==> src/rtl/dds_voice_engine.sv <==
`default_nettype none
// ============================================================================
//  Module   : dds_voice_engine
//  Purpose  : Time-multiplexed multi-voice DDS tone generator. NUM_CH phase
//             accumulators share one adder. Each voice has a duty-pulse wave
//             lookup, a volume DCA and a saturating mixer. The engine is
//             sequenced by an external master slot counter and produces one
//             signed mixed sample per frame.
//  Revision : 1.0 - initial parametrised release
// ----------------------------------------------------------------------------
//  Ports
//    clk_in           in   1          system clock
//    reset_in         in   1          synchronous active-high reset
//    master_count_in  in   CNT_W      frame slot counter, 0 = frame start
//    data_in          in   ACC_W      register write data
//    addr_in          in   CH_BITS+2  {sel[1:0], ch[CH_BITS-1:0]}
//    data_valid_in    in   1          register write strobe
//    data_out         out  OUT_W      last completed mixed sample (held)
//    data_valid_out   out  1          one-cycle pulse when data_out updates
// ----------------------------------------------------------------------------
//  Slot map (grp = master_count_in >> CH_BITS, ch = low CH_BITS bits)
//    grp 0 : phase update   acc[ch] += incr[ch]  (or cleared if reset pending)
//    grp 1 : wave latch     wav[ch] = duty(acc[ch] top 3 bits, type[ch])
//    grp 2 : mix            running saturating sum of channel contributions
//    grp 3+: idle
// ============================================================================
module dds_voice_engine #(
  parameter int NUM_CH    = 4,
  parameter int ACC_W     = 16,
  parameter int VOL_W     = 8,
  parameter int OUT_W     = 16,
  parameter int MIX_SHIFT = $clog2(NUM_CH),
  parameter int CNT_W     = 10
) (
  input  logic                       clk_in,
  input  logic                       reset_in,
  input  logic [CNT_W-1:0]           master_count_in,
  input  logic [ACC_W-1:0]           data_in,
  input  logic [$clog2(NUM_CH)+1:0]  addr_in,
  input  logic                       data_valid_in,
  output logic [OUT_W-1:0]           data_out,
  output logic                       data_valid_out
);

  localparam int CH_BITS = $clog2(NUM_CH);
  localparam int GRP_W   = CNT_W - CH_BITS;

  localparam logic [1:0] SEL_INCR = 2'd0;
  localparam logic [1:0] SEL_VOL  = 2'd1;
  localparam logic [1:0] SEL_CTRL = 2'd2;

  // --------------------------------------------------------------------------
  // Per-channel state
  // --------------------------------------------------------------------------
  logic [ACC_W-1:0]  acc      [NUM_CH];
  logic [ACC_W-1:0]  incr     [NUM_CH];
  logic [VOL_W-1:0]  vol      [NUM_CH];
  logic [1:0]        wtype    [NUM_CH];
  logic [NUM_CH-1:0] en;
  logic [NUM_CH-1:0] rst_pend;
  logic [NUM_CH-1:0] wav;

  // Shared mixer state
  logic [OUT_W-1:0]  mix;
  logic              armed;

  // --------------------------------------------------------------------------
  // Slot decode
  // --------------------------------------------------------------------------
  logic [GRP_W-1:0]   grp;
  logic [CH_BITS-1:0] ch;
  logic               slot_phase;
  logic               slot_latch;
  logic               slot_mix;
  logic               last_ch;

  assign grp        = master_count_in[CNT_W-1:CH_BITS];
  assign ch         = master_count_in[CH_BITS-1:0];
  assign slot_phase = (grp == GRP_W'(0));
  assign slot_latch = (grp == GRP_W'(1));
  assign slot_mix   = (grp == GRP_W'(2));
  assign last_ch    = (ch == CH_BITS'(NUM_CH - 1));

  // --------------------------------------------------------------------------
  // Register write decode
  // --------------------------------------------------------------------------
  logic [1:0]         wr_sel;
  logic [CH_BITS-1:0] wr_ch;

  assign wr_sel = addr_in[CH_BITS+1:CH_BITS];
  assign wr_ch  = addr_in[CH_BITS-1:0];

  // --------------------------------------------------------------------------
  // Duty-pulse wave lookup on the top three phase bits
  // --------------------------------------------------------------------------
  function automatic logic duty_high(input logic [2:0] code, input logic [1:0] t);
    logic h;
    case (t)
      2'd0:    h = code[2];                          // 50.0 %: codes 4-7
      2'd1:    h = &code;                            // 12.5 %: code 7
      2'd2:    h = code[2] & code[1];                // 25.0 %: codes 6-7
      default: h = code[2] & (code[1] | code[0]);    // 37.5 %: codes 5-7
    endcase
    return h;
  endfunction

  logic [2:0] phase_code;
  logic       wav_next;

  assign phase_code = acc[ch][ACC_W-1 -: 3];
  assign wav_next   = duty_high(phase_code, wtype[ch]);

  // --------------------------------------------------------------------------
  // Amplitude: volume bits replicated MSB-first across OUT_W-1 bits so that
  // full-scale volume maps to full-scale positive output. MSB stays zero.
  // --------------------------------------------------------------------------
  logic [VOL_W-1:0] vol_cur;
  logic [OUT_W-1:0] amp;

  assign vol_cur    = vol[ch];
  assign amp[OUT_W-1] = 1'b0;

  for (genvar i = 0; i < OUT_W - 1; i++) begin : g_amp
    assign amp[OUT_W-2-i] = vol_cur[VOL_W-1-(i % VOL_W)];
  end

  // --------------------------------------------------------------------------
  // Channel contribution and saturating accumulate.
  // A low wave uses ~amp, i.e. -(amp+1), so both halves of the pulse span the
  // full signed range symmetrically around -0.5 LSB.
  // --------------------------------------------------------------------------
  logic [OUT_W-1:0] c_raw;
  logic [OUT_W-1:0] c_shifted;
  logic [OUT_W-1:0] contrib;
  logic [OUT_W-1:0] prev;
  logic [OUT_W:0]   sum_ext;
  logic [OUT_W-1:0] sum_sat;

  assign c_raw     = wav[ch] ? amp : ~amp;
  assign c_shifted = $signed(c_raw) >>> MIX_SHIFT;
  assign contrib   = en[ch] ? c_shifted : '0;

  // Channel 0 starts a fresh sum; the stale value from last frame is ignored.
  assign prev      = (ch == '0) ? '0 : mix;
  assign sum_ext   = {prev[OUT_W-1], prev} + {contrib[OUT_W-1], contrib};

  // Overflow shows up as disagreement between the extended sign and the
  // OUT_W-bit sign; the extended sign tells which rail to clamp to.
  always_comb begin
    sum_sat = sum_ext[OUT_W-1:0];
    if (sum_ext[OUT_W] != sum_ext[OUT_W-1]) begin
      sum_sat = sum_ext[OUT_W] ? {1'b1, {(OUT_W-1){1'b0}}}
                               : {1'b0, {(OUT_W-1){1'b1}}};
    end
  end

  // --------------------------------------------------------------------------
  // Phase accumulators, reset-pending flags and channel configuration.
  // Non-blocking semantics give the collision rule for free: a write landing
  // in the same cycle as a channel's slot is seen from the next frame on.
  // A reset-pending set by a write wins over the clear done by the slot.
  // --------------------------------------------------------------------------
  always_ff @(posedge clk_in) begin
    if (reset_in) begin
      for (int i = 0; i < NUM_CH; i++) begin
        acc[i]   <= '0;
        incr[i]  <= '0;
        vol[i]   <= '0;
        wtype[i] <= '0;
      end
      en       <= '0;
      rst_pend <= '0;
    end else begin
      if (slot_phase) begin
        if (rst_pend[ch]) begin
          acc[ch]      <= '0;
          rst_pend[ch] <= 1'b0;
        end else begin
          acc[ch] <= acc[ch] + incr[ch];
        end
      end

      if (data_valid_in) begin
        case (wr_sel)
          SEL_INCR: incr[wr_ch] <= data_in;
          SEL_VOL:  vol[wr_ch]  <= data_in[VOL_W-1:0];
          SEL_CTRL: begin
            wtype[wr_ch] <= data_in[1:0];
            en[wr_ch]    <= data_in[2];
            if (data_in[3]) begin
              rst_pend[wr_ch] <= 1'b1;
            end
          end
          default: ;
        endcase
      end
    end
  end

  // --------------------------------------------------------------------------
  // Wave latch
  // --------------------------------------------------------------------------
  always_ff @(posedge clk_in) begin
    if (reset_in) begin
      wav <= '0;
    end else if (slot_latch) begin
      wav[ch] <= wav_next;
    end
  end

  // --------------------------------------------------------------------------
  // Mixer, arming and output register.
  // After reset the engine stays unarmed until the next frame start so a
  // partially mixed frame is never presented.
  // --------------------------------------------------------------------------
  always_ff @(posedge clk_in) begin
    if (reset_in) begin
      mix            <= '0;
      armed          <= 1'b0;
      data_out       <= '0;
      data_valid_out <= 1'b0;
    end else begin
      data_valid_out <= 1'b0;

      if (master_count_in == '0) begin
        armed <= 1'b1;
      end

      if (slot_mix) begin
        mix <= sum_sat;
        if (last_ch && armed) begin
          data_out       <= sum_sat;
          data_valid_out <= 1'b1;
        end
      end
    end
  end

endmodule
`default_nettype wire

==> config.mk <==
export PLATFORM = sky130hd
export DESIGN_NAME = dds_voice_engine
export DESIGN_NICKNAME = d
export VERILOG_FILES = /design/src/rtl/dds_voice_engine.sv
export SDC_FILE = /design/constraint.sdc
export NUM_CORES = 1
export LEC_CHECK = 0
export CORE_ASPECT_RATIO = 0.8
export CORE_MARGIN = 4
export CORE_UTILIZATION = 35
export CTS_CLUSTER_SIZE = 25
export DETAILED_ROUTE_END_ITERATION = 6
export PLACE_DENSITY_LB_ADDON = 0.08
export SKIP_LAST_GASP = 1
export SLEW_MARGIN = 40
export SYNTH_ARGS = -nofsm -noshare
export SYNTH_HDL_FRONTEND = slang
export SYNTH_SLANG_ARGS = --single-unit
==> constraint.sdc <==
create_clock -name clk_in -period 7.02 [get_ports clk_in]
set_input_delay 1.404 -clock clk_in [delete_from_list [all_inputs] [get_ports clk_in]]
set_output_delay 1.404 -clock clk_in [all_outputs]
set_load 0.1 [all_outputs]
==> qor.csv <==
metric,value,unit
antenna_left,0,
hold_class,reg -> reg,
wl_per_cell,20.2,um
finalCriticalPeriod,5.61,ns
antenna_found_initial,0,
via_count,7555,
grt_overflow_total,0,
finalSetupTns,0,ns
synth_flop_cell,edfxtp_1,
powerDensity,236,mW/mm2
criticalPathCategory,in -> reg,
cp.required,7.43,ns
fmax,178,MHz
ios,50,
worst_setup_path_end_kind,flip-flop,
grt_pass1_vias,7790,
dr.pass1.iters,5,
setup_ws,1.41,ns
clk_path_buf_depth,3,
slowest_delay,0.76,ns
yosys.area.top_type_share,46.2,%
clk_pin_slew,0.06,ns
clock-skew-final,0.0130,ns
cpMostUsedCell,buf_4,
clock_sinks,214,
syn_avg_cell_area,11.3,um2
power_leakage,4.68,nW
fin_crit_sh,79.9,%
syn-num-nets,1032,
ctsHoldBuffers,0,
post-route-drc-count,0,
fin_area,0.0125,mm2
tightest_slew,0.854,ns
cts_max_level,1,
clkLatencyLatePin,0.54,ns
areaGrowthSynthToFinish,15.0,%
maxSlewHeadroom,42.4,%
finalHoldViolCount,0,
rsz0062_at_grt,no,
synth_top_family_by_area,simple AND/OR/NAND/NOR gates,
synthAdderAreaFrac,3.98,%
synth_xor_xnor_area_share,2.33,%
placed_area,0.0118,mm2
setup_viol,0,
drive_above_1_share,14.0,%
status,completed,
final_nets,1079,
wirelength,29200,um
hpwl,19800,um
numCtsBuffers,25,
initial_core_util,35.7,%
rows,57,
diodes,0,
final_common_cell,edfxtp_1,
place_inst,1401,
final_cell_mix,"edfxtp_1, nor2_1, nand2_1",
die_x,205,um
maxCapViolCount,0,
track_usage,17.2,%
gp_congestion,0.854,
synth.area.mux_share,9.76,%
synth_cell_type_count,70,
synth_async_sr_flop_share,0,%
slew_viol_final,0,
crit_chain,"buf_4, mux4_2, xor2_1, nor2_2, nand3_1, fa_1, nor2b_1, o31a_1, o41a_1, o22ai_1, a31o_1, nor2_1, buf_4, o21ai_1, o21ai_0",
die_area,0.0341,mm2
peakVddDrop,0.150,mV
ys_ff_latch,214,
worstPathMaxFanout,32,
ctsResizeCount,0,
syn_inst,968,
cp_slowest_cell,mux4_2,
cp-start-kind,input port,
yosysSeqAreaShare,54.7,%
viasPerCell,5.24,
tritoncts,built,
synth_warnings,0,
final_util,41.1,%
grt_pass1_wl,46100,um
post_cts_buffers,0,
die_h,166,um
ys_top_cells_by_area,"edfxtp_1, mux4_2, dfxtp_1",
port_buffers,49,
synthSimpleGateAreaFrac,15.7,%
core,0.0305,mm2
arrival,6.02,ns
post-place-ws,0.940,ns
grt_max_degree,33,
cts_root_buf,clkbuf_16,
first_iter_violations,601,
synth-edff-count,168,
syn_area,0.0109,mm2
synth_compound_area_share,9.93,%
yosysTopAreaCell,edfxtp_1,
fin_cells,1443,
[registers in the layout, summed over array words and instances, names as in the netlist]
register / cells
acc: 64
en: 4
wav: 4
vol: 32
mix: 16
rst_pend: 4
data_valid_out: 1
wtype: 8
data_out: 16
armed: 1
incr: 64
[power breakdown]
group / internal, W / switching [W] / leakage, nW
sequential: 0.00142 / 0.0000130 / 2.03
combinational: 0.000125 / 0.000190 / 2.28
clock: 0.000692 / 0.000528 / 0.367
[cell type report]
cell class                      count  area, um2
Inverter                           49        184
Fill cell                        3045      18000
Sequential cell                   214       5970
Tap cell                          413        517
Clock inverter                     13        110
Timing Repair Buffer               68        541
Clock buffer                       29        641
Multi-Input combinational cell    657       4580
[Yosys cell counts (3+ instances only)]
cell type and count:
buf_6 3, nor4_1 8, a21o_1 8, nor3b_1 4
nor2b_1 12, buf_1 6, o211ai_1 7, nor3_1 31
o21a_1 4, a211o_1 3, xnor2_1 14, nand3b_1 3
buf_2 3, a31oi_1 5, o311ai_0 3, mux2i_1 4
a211oi_1 11, edfxtp_1 168, o21ai_0 40, a221o_1 3
ha_1 29, a21oi_1 42, nand2_1 93, o21ai_1 4
clkbuf_1 36, a2111oi_0 5, o21bai_1 3, or2_2 9
xor2_1 15, nand3_1 14, inv_1 48, mux4_2 45
dfxtp_1 46, a311oi_1 3, and2_1 17, nor2_1 157
and3_1 12, nand2b_1 5, or3_1 8
[per-stage QoR]
| step | total power (W) | hold slack, ns |
|---|---|---|
| 6_report | 0.00296 | 0.449 |
| 4_1_cts | 0.00300 | 0.453 |
| 3_3_place_gp | 0.00177 | 0.432 |
| 3_5_place_dp | 0.00177 | 0.439 |
| 2_1_floorplan | 0.00166 | 0.417 |
| 5_1_grt | 0.00309 | 0.480 |
[per-layer routing]
layer	vias up	routed length [um]	global-route usage (%)
li1	3639	-	-
met3	30	1330	2.89
met5	-	0	0
met4	0	460	2.85
met1	3703	15200	27.5
met2	183	12200	25.0
[logic make-up (layout without fill, tap and decap cells)]
family | count (synthesis) | count (layout)
compound gates | 164 | 164
xor+xnor | 29 | 29
fa+ha+maj | 34 | 34
buf+inv | 97 | 159
flops | 214 | 214
mux | 50 | 50
simple gates | 380 | 380
[final timing paths]
| kind | to | cells past startpoint | slack [ns] | from |
|---|---|---|---|---|
| hold / removal | data_out[0] | 2 | 0.45 | data_out[0] |
| setup / recovery | data_out[4] | 15 | 1.41 | master_count_in[0] |
| setup reg to reg | data_out[4] | 14 | 2.65 | wav[3] |
| hold reg to reg | data_out[0] | 2 | 0.45 | data_out[0] |
[critical path, delay by kind of cell]
| family | cells | cell delay [ns] |
|---|---|---|
| muxes | 1 | 0.76 |
| buffers and inverters | 2 | 0.74 |
| adders and majority gates | 1 | 0.22 |
| xor gates and xnor gates | 1 | 0.50 |
| AOI/OAI and AO/OA | 6 | 1.88 |
| and+or+nand+nor | 4 | 0.46 |
Power figures use the tool's default switching activity.
